--- config.mk ---
export PLATFORM = sky130hd
export DESIGN_NAME = hrm_multicycle_ctl
export DESIGN_NICKNAME = d
export VERILOG_FILES = /design/src/rtl/hrm_multicycle_ctl_pkg.sv /design/src/rtl/hrm_multicycle_ctl_op_decode.sv /design/src/rtl/hrm_multicycle_ctl.sv
export SDC_FILE = /design/constraint.sdc
export NUM_CORES = 1
export LEC_CHECK = 0
export BUFFER_PORTS_ARGS = -buffer_cell sky130_fd_sc_hd__buf_4
export CORE_MARGIN = 2
export CORE_UTILIZATION = 43
export CTS_BUF_LIST = sky130_fd_sc_hd__clkbuf_4 sky130_fd_sc_hd__clkbuf_8 sky130_fd_sc_hd__clkbuf_16
export DETAILED_ROUTE_END_ITERATION = 7
export PLACE_DENSITY = 0.78
export RECOVER_POWER = 100
export SYNTH_ARGS = -nofsm -noshare
export SYNTH_HDL_FRONTEND = slang
export SYNTH_HIERARCHICAL = 1
export SYNTH_SLANG_ARGS = --single-unit
--- constraint.sdc ---
create_clock -name clk -period 3.3 [get_ports clk]
set_clock_uncertainty 0.2 [all_clocks]
set_input_delay 0.495 -clock clk [delete_from_list [all_inputs] [get_ports clk]]
set_output_delay 0.495 -clock clk [all_outputs]
set_load 0.05 [all_outputs]
--- src/rtl/hrm_multicycle_ctl_pkg.sv ---
// ---------------------------------------------------------------------------
// hrm_multicycle_ctl_pkg
//   Shared definitions for the HRM multi-cycle sequencer: FSM state encoding,
//   opcode values, ALU / register-R / memory-write mux codes, and the bundled
//   control word driven by the sequencer.
// ---------------------------------------------------------------------------
package hrm_multicycle_ctl_pkg;

   // Sequencer states. Three bits cover all eight states exactly.
   typedef enum logic [2:0] {
      S_FETCH  = 3'd0,
      S_DECODE = 3'd1,
      S_OPND   = 3'd2,
      S_INDIR  = 3'd3,
      S_PTR    = 3'd4,
      S_MEMRD  = 3'd5,
      S_EXEC   = 3'd6,
      S_HALT   = 3'd7
   } state_t;

   // Opcodes live in instruction bits [7:4]; 12..15 are illegal.
   localparam logic [3:0] OP_INBOX    = 4'd0;
   localparam logic [3:0] OP_OUTBOX   = 4'd1;
   localparam logic [3:0] OP_COPYFROM = 4'd2;
   localparam logic [3:0] OP_COPYTO   = 4'd3;
   localparam logic [3:0] OP_ADD      = 4'd4;
   localparam logic [3:0] OP_SUB      = 4'd5;
   localparam logic [3:0] OP_BUMPUP   = 4'd6;
   localparam logic [3:0] OP_BUMPDN   = 4'd7;
   localparam logic [3:0] OP_JUMP     = 4'd8;
   localparam logic [3:0] OP_JUMPZ    = 4'd9;
   localparam logic [3:0] OP_JUMPN    = 4'd10;
   localparam logic [3:0] OP_HALT     = 4'd11;

   // ALU function codes (3'b100 is PASS in the datapath; the sequencer
   // never selects it).
   localparam logic [2:0] ALU_ADD = 3'b000;
   localparam logic [2:0] ALU_SUB = 3'b001;
   localparam logic [2:0] ALU_INC = 3'b010;
   localparam logic [2:0] ALU_DEC = 3'b011;

   // Register R source select.
   localparam logic [1:0] MUXR_INBOX = 2'd0;
   localparam logic [1:0] MUXR_MEM   = 2'd1;
   localparam logic [1:0] MUXR_ALU   = 2'd2;

   // Data memory write-data select.
   localparam logic MUXM_R   = 1'b0;
   localparam logic MUXM_ALU = 1'b1;

   // Full set of datapath controls produced each cycle.
   typedef struct packed {
      logic       pc_wr;
      logic       pc_sel;
      logic       ir_wr;
      logic       opnd_wr;
      logic       ptr_wr;
      logic       addr_sel;
      logic [1:0] muxR;
      logic       wR;
      logic       muxM;
      logic       wM;
      logic [2:0] aluCtl;
      logic       inbox_rd;
      logic       outbox_wr;
   } ctl_t;

   // Idle control word: every strobe low, muxR=0, aluCtl=ADD, pc_sel=PC+1.
   localparam ctl_t CTL_IDLE = '0;

endpackage

--- src/rtl/hrm_multicycle_ctl_op_decode.sv ---
// ---------------------------------------------------------------------------
// hrm_multicycle_ctl_op_decode
//   Purely combinational opcode classifier shared by every sequencer state.
//   Ports:
//     opcode     in  4  opcode field (instr[7:4] in DECODE, ir[7:4] later)
//     needs_opnd out 1  an operand byte follows (opcodes 2..10)
//     reads_mem  out 1  data memory is read before execute (2, 4..7)
//     is_jump    out 1  JUMP / JUMPZ / JUMPN (8..10)
//     is_io      out 1  INBOX / OUTBOX (0, 1)
//     illegal    out 1  opcode 12..15
//   HALT (11) raises none of the flags; the caller treats "no operand, not
//   I/O" as a terminal instruction.
// ---------------------------------------------------------------------------
module hrm_multicycle_ctl_op_decode
   import hrm_multicycle_ctl_pkg::*;
(
   input  logic [3:0] opcode,
   output logic       needs_opnd,
   output logic       reads_mem,
   output logic       is_jump,
   output logic       is_io,
   output logic       illegal
);

   always_comb begin
      needs_opnd = 1'b0;
      reads_mem  = 1'b0;
      is_jump    = 1'b0;
      is_io      = 1'b0;
      illegal    = 1'b0;
      case (opcode)
         OP_INBOX, OP_OUTBOX: begin
            is_io = 1'b1;
         end
         OP_COPYFROM, OP_ADD, OP_SUB, OP_BUMPUP, OP_BUMPDN: begin
            needs_opnd = 1'b1;
            reads_mem  = 1'b1;
         end
         OP_COPYTO: begin
            needs_opnd = 1'b1;
         end
         OP_JUMP, OP_JUMPZ, OP_JUMPN: begin
            needs_opnd = 1'b1;
            is_jump    = 1'b1;
         end
         OP_HALT: begin
            // terminal, no operand, no flags
         end
         default: begin
            illegal = 1'b1;
         end
      endcase
   end

endmodule

--- src/rtl/hrm_multicycle_ctl.sv ---
// ---------------------------------------------------------------------------
// hrm_multicycle_ctl
//   Multi-cycle sequencer for the HRM CPU. Fetches the instruction byte and
//   the optional operand byte, resolves indirect addressing through the
//   pointer register, then issues one execute cycle (longer while an INBOX /
//   OUTBOX FIFO flag holds it off).
//
//   Parameter:
//     INBOX_EMPTY_HALTS  1: INBOX on empty FIFO halts; 0: stall until data
//   Ports:
//     clk, rst            clock; synchronous active-low reset
//     instr[7:0]          program ROM data
//     zero, neg           R==0 / R<0 flags from the datapath
//     inbox_empty         INBOX FIFO empty
//     outbox_full         OUTBOX FIFO full
//     ir[7:0]             IR contents (registered copy of instr)
//     pc_wr, pc_sel       PC load strobe / 0:PC+1 1:operand
//     ir_wr, opnd_wr      load IR / operand register from instr
//     ptr_wr              load pointer register from memory output
//     addr_sel            data memory address 0:operand 1:pointer
//     muxR[1:0], wR       R source select / R write enable
//     muxM, wM            memory write-data select / memory write enable
//     aluCtl[2:0]         ALU function
//     inbox_rd, outbox_wr FIFO pop / push (one pulse per instruction)
//     halted, illegal     sticky status, cleared only by reset
//
//   Handshake: each FIFO strobe is issued only in a cycle where the matching
//   flag is clear, exactly once, and the FSM leaves EXEC in that same cycle;
//   while the flag is set the FSM waits in EXEC with every strobe low.
// ---------------------------------------------------------------------------
module hrm_multicycle_ctl
   import hrm_multicycle_ctl_pkg::*;
#(
   parameter bit INBOX_EMPTY_HALTS = 1'b0
) (
   input  logic       clk,
   input  logic       rst,
   input  logic [7:0] instr,
   input  logic       zero,
   input  logic       neg,
   input  logic       inbox_empty,
   input  logic       outbox_full,
   input  logic [7:0] ir,
   output logic       pc_wr,
   output logic       pc_sel,
   output logic       ir_wr,
   output logic       opnd_wr,
   output logic       ptr_wr,
   output logic       addr_sel,
   output logic [1:0] muxR,
   output logic       wR,
   output logic       muxM,
   output logic       wM,
   output logic [2:0] aluCtl,
   output logic       inbox_rd,
   output logic       outbox_wr,
   output logic       halted,
   output logic       illegal
);

   state_t state_q, state_d;
   logic   halted_q, halted_d;
   logic   illegal_q, illegal_d;
   ctl_t   ctl;
   ctl_t   ctl_out;

   logic [3:0] dec_opcode;
   logic       ind;
   logic       dec_needs_opnd;
   logic       dec_reads_mem;
   logic       dec_is_jump;
   logic       dec_is_io;
   logic       dec_illegal;

   // Low instruction bits are reserved zero and carry no meaning here.
   logic unused_bits;
   assign unused_bits = ^{instr[2:0], ir[2:0]};

   // In DECODE the IR is being loaded this very cycle, so classify the ROM
   // output directly; every later state works from the captured IR.
   assign dec_opcode = (state_q == S_DECODE) ? instr[7:4] : ir[7:4];
   assign ind        = ir[3];

   hrm_multicycle_ctl_op_decode u_op_decode (
      .opcode     (dec_opcode),
      .needs_opnd (dec_needs_opnd),
      .reads_mem  (dec_reads_mem),
      .is_jump    (dec_is_jump),
      .is_io      (dec_is_io),
      .illegal    (dec_illegal)
   );

   // Next-state and control-word logic.
   always_comb begin
      state_d   = state_q;
      illegal_d = illegal_q;
      ctl       = CTL_IDLE;

      case (state_q)
         S_FETCH: begin
            // ROM access cycle.
            state_d = S_DECODE;
         end

         S_DECODE: begin
            ctl.ir_wr = 1'b1;
            ctl.pc_wr = 1'b1;
            if (dec_illegal) begin
               illegal_d = 1'b1;
               state_d   = S_HALT;
            end else if (dec_needs_opnd) begin
               state_d = S_OPND;
            end else if (dec_is_io) begin
               state_d = S_EXEC;
            end else begin
               state_d = S_HALT;
            end
         end

         S_OPND: begin
            ctl.opnd_wr = 1'b1;
            ctl.pc_wr   = 1'b1;
            // Indirect bit is meaningful only for memory-addressing
            // instructions; on jumps it is ignored.
            if (ind && !dec_is_jump) begin
               state_d = S_INDIR;
            end else if (dec_reads_mem) begin
               state_d = S_MEMRD;
            end else begin
               state_d = S_EXEC;
            end
         end

         S_INDIR: begin
            // Synchronous read of mem[operand]; data lands in S_PTR.
            ctl.addr_sel = 1'b0;
            state_d      = S_PTR;
         end

         S_PTR: begin
            ctl.ptr_wr = 1'b1;
            state_d    = dec_reads_mem ? S_MEMRD : S_EXEC;
         end

         S_MEMRD: begin
            ctl.addr_sel = ind;
            state_d      = S_EXEC;
         end

         S_EXEC: begin
            ctl.addr_sel = ind;
            state_d      = S_FETCH;
            case (dec_opcode)
               OP_INBOX: begin
                  if (inbox_empty) begin
                     state_d = INBOX_EMPTY_HALTS ? S_HALT : S_EXEC;
                  end else begin
                     ctl.inbox_rd = 1'b1;
                     ctl.wR       = 1'b1;
                     ctl.muxR     = MUXR_INBOX;
                  end
               end
               OP_OUTBOX: begin
                  if (outbox_full) begin
                     state_d = S_EXEC;
                  end else begin
                     ctl.outbox_wr = 1'b1;
                  end
               end
               OP_COPYFROM: begin
                  ctl.muxR = MUXR_MEM;
                  ctl.wR   = 1'b1;
               end
               OP_COPYTO: begin
                  ctl.muxM = MUXM_R;
                  ctl.wM   = 1'b1;
               end
               OP_ADD: begin
                  ctl.aluCtl = ALU_ADD;
                  ctl.muxR   = MUXR_ALU;
                  ctl.wR     = 1'b1;
               end
               OP_SUB: begin
                  ctl.aluCtl = ALU_SUB;
                  ctl.muxR   = MUXR_ALU;
                  ctl.wR     = 1'b1;
               end
               OP_BUMPUP: begin
                  // Incremented value goes to both R and memory.
                  ctl.aluCtl = ALU_INC;
                  ctl.muxR   = MUXR_ALU;
                  ctl.wR     = 1'b1;
                  ctl.muxM   = MUXM_ALU;
                  ctl.wM     = 1'b1;
               end
               OP_BUMPDN: begin
                  ctl.aluCtl = ALU_DEC;
                  ctl.muxR   = MUXR_ALU;
                  ctl.wR     = 1'b1;
                  ctl.muxM   = MUXM_ALU;
                  ctl.wM     = 1'b1;
               end
               OP_JUMP: begin
                  ctl.pc_sel = 1'b1;
                  ctl.pc_wr  = 1'b1;
               end
               OP_JUMPZ: begin
                  if (zero) begin
                     ctl.pc_sel = 1'b1;
                     ctl.pc_wr  = 1'b1;
                  end
               end
               OP_JUMPN: begin
                  if (neg) begin
                     ctl.pc_sel = 1'b1;
                     ctl.pc_wr  = 1'b1;
                  end
               end
               default: begin
                  // Only reachable if IR changed underneath us; stop safely.
                  state_d = S_HALT;
               end
            endcase
         end

         S_HALT: begin
            state_d = S_HALT;
         end

         default: begin
            state_d = S_FETCH;
         end
      endcase

      halted_d = halted_q | (state_d == S_HALT);
   end

   always_ff @(posedge clk) begin
      if (!rst) begin
         state_q   <= S_FETCH;
         halted_q  <= 1'b0;
         illegal_q <= 1'b0;
      end else begin
         state_q   <= state_d;
         halted_q  <= halted_d;
         illegal_q <= illegal_d;
      end
   end

   // While reset is held nothing may reach the datapath or FIFOs, even
   // though the state register still shows the interrupted instruction.
   assign ctl_out = rst ? ctl : CTL_IDLE;

   assign pc_wr     = ctl_out.pc_wr;
   assign pc_sel    = ctl_out.pc_sel;
   assign ir_wr     = ctl_out.ir_wr;
   assign opnd_wr   = ctl_out.opnd_wr;
   assign ptr_wr    = ctl_out.ptr_wr;
   assign addr_sel  = ctl_out.addr_sel;
   assign muxR      = ctl_out.muxR;
   assign wR        = ctl_out.wR;
   assign muxM      = ctl_out.muxM;
   assign wM        = ctl_out.wM;
   assign aluCtl    = ctl_out.aluCtl;
   assign inbox_rd  = ctl_out.inbox_rd;
   assign outbox_wr = ctl_out.outbox_wr;
   assign halted    = halted_q;
   assign illegal   = illegal_q;

endmodule

# ---- Yosys cells after proc, flatten, opt, wreduce, memory -nomap -nowiden
# Cells that the tools add are included.
dict set report totals {
  ff_bits 5
  word_cells 71
}
dict set report classes {
  eq_ne 19
  n_mux 33
  n_bitwise 2
  n_reduce_logical 14
}
# operator count
set ops {}
lappend ops {{$pmux 3 s8} 1}
lappend ops {{$pmux 3 s3} 2}
lappend ops {{$eq 4x3->1 const B} 4}
lappend ops {{$eq 4x4->1 const B} 4}
lappend ops {{$mux 16} 1}
lappend ops {{$eq 3x3->1 const B} 5}
lappend ops {{$mux 1} 15}
lappend ops {{$mux 3} 5}
lappend ops {{$pmux 2 s3} 2}
lappend ops {{$reduce_or 12->1} 1}
lappend ops {{$mux 10} 1}
lappend ops {{$reduce_or 9->1} 1}
lappend ops {{$eq 4x2->1 const B} 2}
lappend ops {{$reduce_or 2->1} 4}
lappend ops {{$eq 3x2->1 const B} 2}
lappend ops {{$mux 2} 3}
lappend ops {{$reduce_or 5->1} 1}
lappend ops {{$eq 4x1->1 const B} 1}
lappend ops {{$logic_not 4->1} 1}
lappend ops {{$mux 4} 1}
lappend ops {{$pmux 2 s2} 1}
lappend ops {{$reduce_or 4->1} 1}
lappend ops {{$eq 3x1->1 const B} 1}
lappend ops {{$logic_not 3->1} 1}
lappend ops {{7 further kinds} 7}

# ---- Logic depth before layout (Yosys ltp)
# Gate-level depths: netlist of run 1.
dict set report logic_depth {
  ltp_word 11
  mapped_depth 9
}

# ---- Hierarchy
# The synthesis of run 1 kept the hierarchy.
# module instances cells_per_inst area_per_inst_um2 seq_area_each_um2
set modules_own_cells {}
lappend modules_own_cells {hrm_multicycle_ctl 1 88 659.4 100.1}
lappend modules_own_cells {hrm_multicycle_ctl_op_decode 1 8 53.8 0.0}

# ---- Worst setup path after synthesis of run 1
# OpenSTA, ideal clock, no wires.
dict set report synth_path {
  kind {register to output}
  startpoint {register state_q[1]}
  endpoint {output port pc_wr}
  t_arrival_ns 2.337
  t_required_ns 2.605
  setup_slack_ns 0.268
  stages_incl_launch_ff 5
  path_buffers 0
  path_cell_list {dfxtp_1 -> nor3b_4 -> mux2i_1 -> a32oi_1 -> o21ai_0}
}
dict set report synth_between {
  elab_chain_len 6
  word_cells_on_any_way 11
}
# element line_no
set synth_lines {}
lappend synth_lines {{start: declaration} hrm_multicycle_ctl.sv:61} ;# state_t state_q, state_d;
lappend synth_lines {{start signal: assignment} hrm_multicycle_ctl.sv:244} ;# state_q <= state_d;
lappend synth_lines {{$eq 3x1->1} {hrm_multicycle_ctl.sv:81, hrm_multicycle_ctl.sv:99}}
lappend synth_lines {{$mux 4} hrm_multicycle_ctl.sv:81} ;# assign dec_opcode = (state_q == S_DECODE) ? instr[7:4] : ir[7:4];
lappend synth_lines {{$eq 4x4->1} hrm_multicycle_ctl.sv:153} ;# case (dec_opcode)
lappend synth_lines {{$pmux 2 s3} hrm_multicycle_ctl.sv:153}
lappend synth_lines {{$pmux 1 s2 (*)} hrm_multicycle_ctl.sv:99} ;# case (state_q)
lappend synth_lines {{$mux 16 (*)} hrm_multicycle_ctl.sv:252} ;# assign ctl_out = rst ? ctl : CTL_IDLE;
lappend synth_lines {{end: declaration} hrm_multicycle_ctl.sv:44} ;# output logic pc_wr,
# Mark *: on every way between the ends. The rest lies on a longest branch, timed or not.

# ---- Worst setup path after layout of run 1
dict set report layout_path {
  startpoint {register state_q[1]}
  endpoint {output port wR}
}
dict set report layout_between {
  elab_chain_len 7
  word_cells_on_any_way 13
}
# element line_no
set layout_lines {}
lappend layout_lines {{$eq 3x1->1} hrm_multicycle_ctl.sv:81}
lappend layout_lines {{$mux 4} hrm_multicycle_ctl.sv:81}
lappend layout_lines {{$eq 4x3->1} hrm_multicycle_ctl.sv:153}
lappend layout_lines {{$reduce_or 4->1 (no source line)} -}
lappend layout_lines {{$pmux 3 s3} hrm_multicycle_ctl.sv:153}
lappend layout_lines {{$mux 10 (*)} hrm_multicycle_ctl.sv:99}
lappend layout_lines {{$mux 16 (*)} hrm_multicycle_ctl.sv:252}
lappend layout_lines {{end: declaration} hrm_multicycle_ctl.sv:51} ;# output logic wR,
# Marked as above.

==> results of run 1 <==
## cells in the final DEF (no fill, tap or decap), drive strengths merged, types with 2 or more instances in the layout
cell	count
o21ai	5
nor3	6
a21o	4
clkbuf	13
dfxtp	5
mux2	2
o31ai	2
nor3b	3
buf	29
a21oi	6
inv	7
nor2	8
mux2i	4
nor4	2
nand2b	3
nand2	4
and2	4
or3b	2
nand3b	2
nor2b	4
## metal layers
metal / GRT usage / vias up / wire, um
met3: 0.0440 / 0 / 172
met2: 0.330 / 34 / 853
met4: 0.0182 / 0 / 0
met5: 0 / - / 0
li1: - / 416 / -
met1: 0.252 / 348 / 810
## area by class of cell
cell class,instances,share of cell area
multi-input cells,78,0.559
repair buffers,38,0.259
flip-flops and latches,5,0.103
clock buffers,4,0.0310
inverters,7,0.0271
well taps,16,0.0206
## cells by family after synthesis
| kind of cell | synth area share |
|---|---|
| XOR/XNOR | 0.0123 |
| flip-flops | 0.140 |
| AO/OA/AOI/OAI | 0.272 |
| AND/OR/NAND/NOR | 0.395 |
| multiplexers | 0.0877 |
| buffers and inverters | 0.0877 |
| other | 0.00526 |
## registers in the layout (all words and copies together) (netlist names)
signal	count
illegal	1
halted	1
state_q	3
## worst paths after layout
kind	cells after the start	from	slack, ns	end
worst max-delay path	6	state_q[1]$_SDFF_PN0_	0.30	wR
worst min-delay path	2	illegal$_SDFFE_PN0P_	0.29	illegal$_SDFFE_PN0P_
worst max register to register	9	state_q[0]$_SDFF_PN0_	0.48	halted$_SDFF_PN0_
worst min register to register	2	illegal$_SDFFE_PN0P_	0.29	illegal$_SDFFE_PN0P_
## worst register-to-register path, cell delays in order (launching register included)
cell and delay, ns:
dfxtp_1 0.33, nor3b_4 0.41, mux2i_1 0.31, inv_1 0.13
a21o_1 0.18, a21oi_1 0.18, or3b_1 0.40, a21o_1 0.19
a211oi_1 0.25, o31ai_1 0.11
## report_power, final
| group | internal [mW] | switching [mW] |
|---|---|---|
| clock network | 0.0538 | 0.0235 |
| logic | 0.141 | 0.213 |
| registers | 0.0761 | 0.00942 |
| total | 0.271 | 0.246 |
==> metrics.cfg, run 1 <==
[status]
status = finished clean

[sta]
setup_ws_ns = 0.299
final_hold_viol_count = 0
setup_viol = 0
finalSetupTns_ns = 0
max_freq_ghz = 0.333
slew_viol_final = 0
fin_crit_sh = 0.909
period_minus_slack_ns = 3.00
slew_headroom = 0.601
rsz0062_at_grt = false
tightest_slew_ns = 0.602
whs_ns = 0.286

[place]
dp.cells = 144
io_buffers = 31
routabilityCongestion = 0.869
post-place-ws_ns = 0.503
place_hpwl_mm = 1.50
place_area_um2 = 982

[worst_setup_path]
arrival_ns = 2.31
cp_slowest_cell = nor3_1
crit_chain = clkbuf_1 > or2b_4 > nor3_1 > a22oi_1 > o21ai_0 > buf_4
cp_data_required_time_ns = 2.60
end_kind = output pin
cp_top_family = simple AND/OR/NAND/NOR gates
critPathMaxStageDelay_ns = 0.40
critPathKind = reg2out
start_kind = flip-flop
crit_buf_inv = 2
crit_path_max_fanout = 11

[clock_network]
htree_levels = 1
clk_pin_slew_ns = 0.04
clock_path_buffers = 2
cts.repair.resized = 0
postCtsHoldBufs = 0
cts_buffers = 3
cts_tree = yes
clkSinkCount = 5
clkLatencyLatePin_ns = 0.24
post_cts.repair.setup_buffers = 0
root_buffer = clkbuf_4

[layout]
regArea_um2 = 100
utilization = 0.636
num_antenna_cells = 0
final_layout_size_suffix_gt1_frac = 0.318
final_cells = 148
synthToLayoutAreaGrowth_pct = 36.0
fin_area_um2 = 970
multiInputGateArea_um2 = 542
final_net_count = 155
fillCellCount = 138

[floorplan]
rows = 14
dieArea_mm2 = 0.00200
start_util = 0.468
io_pins = 40
die_h_um = 44.7
die_w_um = 44.7
coreArea_mm2 = 0.00152

[route]
final_antenna_net_count = 0
drc = 0
dr.pass1.iters = 4
vias_per_cell = 5.39
drtIter0Drc = 14
finalWirelength_mm = 1.84
wl_per_cell_um = 12.4
num_vias = 798

[yosys]
synth.net_count = 118
netlist_area_um2 = 713
netlist_top_cells_area = dfxtp_1, mux2i_1, a21o_1, nor2_1, inv_1
yosys_most_used_dff = dfxtp_1
synth-seq-cells = 5
yosysMostFrequentCell = nor2_1
synth_cells = 96
seq_area_frac_synth = 0.140
yosysWarnings = 6
synth_edf_count = 0
synth_top_area_frac = 0.140
syn_avg_cell_area_um2 = 7.43
synth_common_cells = nor2_1, inv_1, a21oi_1, dfxtp_1, o21ai_0
synth_top_area_cell = dfxtp_1
async_reset_ff_frac = 0
synth.distinct_cells = 42

[pwr]
total_power_mw = 0.518
peakVddDrop_uv = 427
p_per_area_mw_per_mm2 = 534
leakage_nw = 0.441

[grt]
grt_start_max_net_pins = 14
grt_pass1_vias = 700
grt_antenna_before_repair = 0
grt_overflow = 0
grt_pass1_wl_mm = 2.92
track_usage = 0.192

[worst_hold_path]
worstHoldPathType = reg2reg

[job]
max_cap_viol_count = 0

No activity file was read; power rests on OpenSTA's default activity.
==> run 2: changes to the inputs <==
--- a/config.mk
+++ b/config.mk
@@ -10,8 +10,8 @@
 export CORE_UTILIZATION = 43
 export CTS_BUF_LIST = sky130_fd_sc_hd__clkbuf_4 sky130_fd_sc_hd__clkbuf_8 sky130_fd_sc_hd__clkbuf_16
 export DETAILED_ROUTE_END_ITERATION = 7
+export GPL_TIMING_DRIVEN = 1
 export PLACE_DENSITY = 0.78
-export RECOVER_POWER = 100
 export SYNTH_ARGS = -nofsm -noshare
 export SYNTH_HDL_FRONTEND = slang
 export SYNTH_HIERARCHICAL = 1
==> metrics.cfg, run 2 (synthesis gave the netlist of run 1 again) <==
[worst_setup_path]
critPathKind = reg2reg
worstReg2RegEnd = halted$_SDFF_PN0_
crit_buf_inv = 1  ; -1
path_common_cell = a21o_1
rr_startpoint = state_q[0]$_SDFF_PN0_
arrival_ns = 2.72  ; +0.41 ns
crit_chain = nor3b_4 > mux2i_1 > inv_1 > a21o_1 > a21oi_2 > or3b_1 > a21o_1 > a211oi_1 > o31ai_1
cp_top_family = compound AO/OA/AOI/OAI gates
start_kind = flip-flop
r2r_cells = 9  ; unchanged
cp_data_required_time_ns = 3.21  ; +0.61 ns
critPathMaxStageDelay_ns = 0.41  ; about the same
crit_path_max_fanout = 9  ; -2
end_kind = flip-flop
cp_slowest_cell = nor3b_4
reg2reg_setup_slack_ns = 0.49  ; about the same

[sta]
rsz0062_at_grt = false
slew_viol_final = 0  ; unchanged
setup_viol = 0  ; unchanged
fin_crit_sh = 0.852  ; -0.0578
finalSetupTns_ns = 0  ; unchanged
final_hold_viol_count = 0  ; unchanged
period_minus_slack_ns = 2.81  ; -0.191 ns
max_freq_ghz = 0.356  ; +6.8%
whs_ns = 0.299  ; +0.0135 ns

[route]
dr.pass1.iters = 4  ; unchanged
finalWirelength_mm = 1.85  ; +0.49%
drtIter0Drc = 16  ; +2
vias_per_cell = 5.39  ; -0.13%
wl_per_cell_um = 12.5  ; +0.49%
drc = 0  ; unchanged
num_vias = 797  ; -0.13%
final_antenna_net_count = 0  ; unchanged

[place]
place_hpwl_mm = 1.50  ; unchanged
routabilityCongestion = 0.869  ; unchanged
io_buffers = 31  ; unchanged
place_area_um2 = 982  ; unchanged

[floorplan]
dieArea_mm2 = 0.00200  ; unchanged
die_w_um = 44.7  ; unchanged
coreArea_mm2 = 0.00152  ; unchanged
die_h_um = 44.7  ; unchanged
rows = 14  ; unchanged
start_util = 0.468  ; unchanged
io_pins = 40  ; unchanged

[worst_hold_path]
holdPathEnd = illegal$_SDFFE_PN0P_
hold_depth = 2  ; unchanged
worstHoldPathType = reg2reg
min_from = illegal$_SDFFE_PN0P_

[clock_network]
post_cts.repair.setup_buffers = 0  ; unchanged
clkLatencyLatePin_ns = 0.24  ; about the same
cts_buffers = 3  ; unchanged
cts_tree = yes
cts.repair.resized = 0  ; unchanged
postCtsHoldBufs = 0  ; unchanged
clock_path_buffers = 2  ; unchanged
root_buffer = clkbuf_4
clk_pin_slew_ns = 0.05  ; about the same
clkSinkCount = 5  ; unchanged
htree_levels = 1  ; unchanged

[grt]
track_usage = 0.192  ; unchanged
grt_overflow = 0  ; unchanged
grt_pass1_wl_mm = 2.92  ; unchanged
grt_antenna_before_repair = 0  ; unchanged
grt_start_max_net_pins = 14  ; unchanged
grt_pass1_vias = 700  ; unchanged

[layout]
fillCellCount = 137  ; -0.72%
largest_reg_flops = 3  ; unchanged
mostFrequentLayoutCell = buf_4
fin_area_mm2 = 0.00101  ; +4.4%
num_antenna_cells = 0  ; unchanged
final_net_count = 155  ; unchanged
final_cell_mix = buf_4, nor2_1, inv_1
final_layout_size_suffix_gt1_frac = 0.402  ; +0.0833
largest-register = state_q
synthToLayoutAreaGrowth_pct = 41.9

[pwr]
leakage_nw = 0.478  ; +8.6%
total_power_mw = 0.540  ; +4.4%
p_per_area_mw_per_mm2 = 534  ; about the same
peakVddDrop_uv = 455  ; +6.7%

[status]
status = finished clean

[job]
max_cap_viol_count = 0  ; unchanged

run 2: changes by cell type in the layout (fill, tap and decap cells not counted), sizes merged:
cell    change
clkbuf      -9
buf         +9
run 2: how the worst max path moves through the flow:
stage	from	end	slack, ns	cells past startpoint
6_report	state_q[0]$_SDFF_PN0_	halted$_SDFF_PN0_	0.49	9
5_1_grt	state_q[1]$_SDFF_PN0_	halted$_SDFF_PN0_	0.28	9
4_1_cts	state_q[1]$_SDFF_PN0_	halted$_SDFF_PN0_	0.49	9
3_5_place_dp	state_q[1]$_SDFF_PN0_	halted$_SDFF_PN0_	0.50	9
3_3_place_gp	state_q[1]$_SDFF_PN0_	halted$_SDFF_PN0_	0.51	9
2_1_floorplan	state_q[1]$_SDFF_PN0_	pc_wr	0.27	4
run 2: where the power goes:
part	switching [mW]	internal [mW]
clock network	0.0235	0.0538
registers	0.00978	0.0761
logic	0.217	0.160
total	0.251	0.290
run 2: tightest hold or removal path, delay by kind of cell, from the launching register on:
| kind | cells | cell delay, ns |
|---|---|---|
| AND/OR/NAND/NOR | 1 | 0.10 |
| AO/OA/AOI/OAI | 1 | 0.05 |
| flip-flops | 1 | 0.32 |
run 2: layer usage:
layer	wire length, um	vias to the layer above	GRT usage
li1	-	417	-
met1	845	348	0.252
met2	830	32	0.330
met3	171	0	0.0440
met4	0	0	0.0182
met5	0	-	0
run 2: stage by stage:
step / worst slack, ns / instances / utilization
after global placement: 0.505 / 144 / 0.644
after detailed placement: 0.503 / 144 / 0.644
after floorplan: 0.268 / 96 / -
after CTS: 0.486 / 148 / 0.664
after global routing: 0.283 / 148 / 0.664
final: 0.489 / 148 / 0.664
run 2: final cells by class:
type | instances | area, um^2 | share of cell area
clock buffers | 4 | 30.0 | 0.0297
inverters | 7 | 26.3 | 0.0260
multi-input cells | 78 | 551 | 0.544
flip-flops and latches | 5 | 100 | 0.0989
well taps | 16 | 20.0 | 0.0198
repair buffers | 38 | 285 | 0.282
==> run 3: changes to the inputs <==
--- a/config.mk
+++ b/config.mk
@@ -11,7 +11,7 @@
 export CTS_BUF_LIST = sky130_fd_sc_hd__clkbuf_4 sky130_fd_sc_hd__clkbuf_8 sky130_fd_sc_hd__clkbuf_16
 export DETAILED_ROUTE_END_ITERATION = 7
 export GPL_TIMING_DRIVEN = 1
-export PLACE_DENSITY = 0.78
+export PLACE_DENSITY = 0.89
 export SYNTH_ARGS = -nofsm -noshare
 export SYNTH_HDL_FRONTEND = slang
 export SYNTH_HIERARCHICAL = 1
==> metrics.cfg, run 3 (synthesis gave the netlist of run 1 again) <==
[route]
drtIter0Drc = 14  ; -2
drc = 0  ; unchanged
vias_per_cell = 5.65  ; +4.8%
finalWirelength_mm = 1.98  ; +7.1%
num_vias = 830  ; +4.1%
dr.pass1.iters = 4  ; unchanged
final_antenna_net_count = 0  ; unchanged
wl_per_cell_um = 13.4  ; +7.8%

[clock_network]
clock_path_buffers = 2  ; unchanged
root_buffer = clkbuf_4
htree_levels = 1  ; unchanged
clkLatencyLatePin_ns = 0.24  ; about the same
clk_pin_slew_ns = 0.05  ; about the same
post_cts.repair.setup_buffers = 0  ; unchanged
clkSinkCount = 5  ; unchanged
cts_tree = yes
postCtsHoldBufs = 0  ; unchanged
cts_buffers = 3  ; unchanged
cts.repair.resized = 0  ; unchanged

[sta]
slew_viol_final = 0  ; unchanged
period_minus_slack_ns = 2.99  ; +0.177 ns
setup_viol = 0  ; unchanged
final_hold_viol_count = 0  ; unchanged
finalSetupTns_ns = 0  ; unchanged
max_freq_ghz = 0.335  ; -5.9%
rsz0062_at_grt = false
fin_crit_sh = 0.905  ; +0.0537

[pwr]
p_per_area_mw_per_mm2 = 534  ; about the same
seqPwrFrac = 0.174  ; +0.015
total_power_mw = 0.537  ; -0.64%
leakage_nw = 0.473  ; -1.1%
sw_frac_of_total = 0.467  ; +0.00305
clkPwrFrac = 0.147  ; +0.004
p_comb_frac = 0.679  ; -0.019
power.internal_mw = 0.286  ; -1.2%
peakVddDrop_uv = 471  ; +3.5%
p_sw_mw = 0.251  ; about the same

[layout]
num_antenna_cells = 0  ; unchanged
largest_reg_flops = 3  ; unchanged
mostFrequentLayoutCell = buf_4
final_net_count = 154  ; -0.65%
largest-register = state_q
final_layout_size_suffix_gt1_frac = 0.397  ; -0.00457
fillCellCount = 145  ; +5.8%
synthToLayoutAreaGrowth_pct = 40.9
final_cell_mix = buf_4, nor2_1, inv_1

[floorplan]
die_w_um = 44.7  ; unchanged
coreArea_mm2 = 0.00152  ; unchanged
start_util = 0.468  ; unchanged
io_pins = 40  ; unchanged
rows = 14  ; unchanged
die_h_um = 44.7  ; unchanged
dieArea_mm2 = 0.00200  ; unchanged

[status]
status = finished clean

[place]
routabilityCongestion = 0.846  ; -2.6%
io_buffers = 31  ; unchanged
place_hpwl_mm = 1.63  ; +9.3%

[grt]
top_usage_layer = met2
grt_pass1_vias = 749  ; +7.0%
met1_usage = 0.252  ; unchanged
grt_antenna_before_repair = 0  ; unchanged
grt_pass1_wl_mm = 3.19  ; +9.2%
track_usage = 0.213  ; +0.0216
grt_overflow = 0  ; unchanged
grtUsageMet2 = 0.383  ; +0.0522
grt_start_max_net_pins = 14  ; unchanged
met3_usage = 0.0400  ; -0.00400

[worst_setup_path]
cp-startpoint = state_q[1]$_SDFF_PN0_
critPathKind = reg2reg
endpoint = halted$_SDFF_PN0_
r2r_cells = 9  ; unchanged
rr_startpoint = state_q[1]$_SDFF_PN0_
start_kind = flip-flop
crit_path_max_fanout = 12  ; +3
arrival_ns = 2.89  ; +0.17 ns
worstReg2RegEnd = halted$_SDFF_PN0_
reg2reg_setup_slack_ns = 0.31  ; -0.18 ns
cp_data_required_time_ns = 3.20  ; about the same
end_kind = flip-flop

[worst_hold_path]
worstHoldPathType = reg2reg

[job]
max_cap_viol_count = 0  ; unchanged

-- run 3: power groups by stage --
stage | Clock, mW | Combinational [mW] | Sequential (mW)
global placement | 0 | 0.357 | 0.0938
detailed placement | 0 | 0.363 | 0.0943
global route | 0.0861 | 0.397 | 0.0951
floorplan | 0 | 0.251 | 0.108
CTS | 0.0811 | 0.365 | 0.0936
finish | 0.0791 | 0.364 | 0.0934
-- run 3: final cells by class --
cell class,instances,area [um^2],share of cell area
multi-input cells,78,551,0.548
well taps,16,20.0,0.0199
flip-flops and latches,5,100,0.0996
clock buffers,4,30.0,0.0299
inverters,7,26.3,0.0262
repair buffers,37,278,0.276
-- run 3: stage by stage --
stage                     hold WS [ns]  utilization  setup slack (ns)  cell area (um^2)  cells
after floorplan                  0.477            -             0.268               713     96
after global placement           0.272        0.640             0.395               975    143
after detailed placement         0.281        0.640             0.383               975    143
after CTS                        0.296        0.659             0.345              1000    147
after global routing             0.349        0.659             0.188              1000    147
final                            0.296        0.659             0.312              1000    147
-- run 3: worst max-delay path, cell delays in order (launching register included) --
cell	delay, ns
dfxtp_1	0.44
nor3b_4	0.46
mux2i_1	0.34
inv_1	0.16
a21o_1	0.20
a21oi_2	0.15
or3b_1	0.38
a21o_1	0.19
a211oi_1	0.23
o31ai_1	0.11
-- run 3: worst min path at each step --
stage	startpoint	to	slack [ns]	depth (start not counted)
global placement	illegal$_SDFFE_PN0P_	illegal$_SDFFE_PN0P_	0.27	2
detailed placement	illegal$_SDFFE_PN0P_	illegal$_SDFFE_PN0P_	0.28	2
floorplan	state_q[1]$_SDFF_PN0_	illegal$_SDFFE_PN0P_	0.48	3
finish	illegal$_SDFFE_PN0P_	illegal$_SDFFE_PN0P_	0.30	2
global route	illegal$_SDFFE_PN0P_	illegal$_SDFFE_PN0P_	0.35	2
CTS	illegal$_SDFFE_PN0P_	illegal$_SDFFE_PN0P_	0.30	2
-- run 3: per-layer routing --
metal,wire (um),vias up
met3,202,4
met2,920,42
met4,35,0
met5,0,-
met1,820,361
li1,-,423
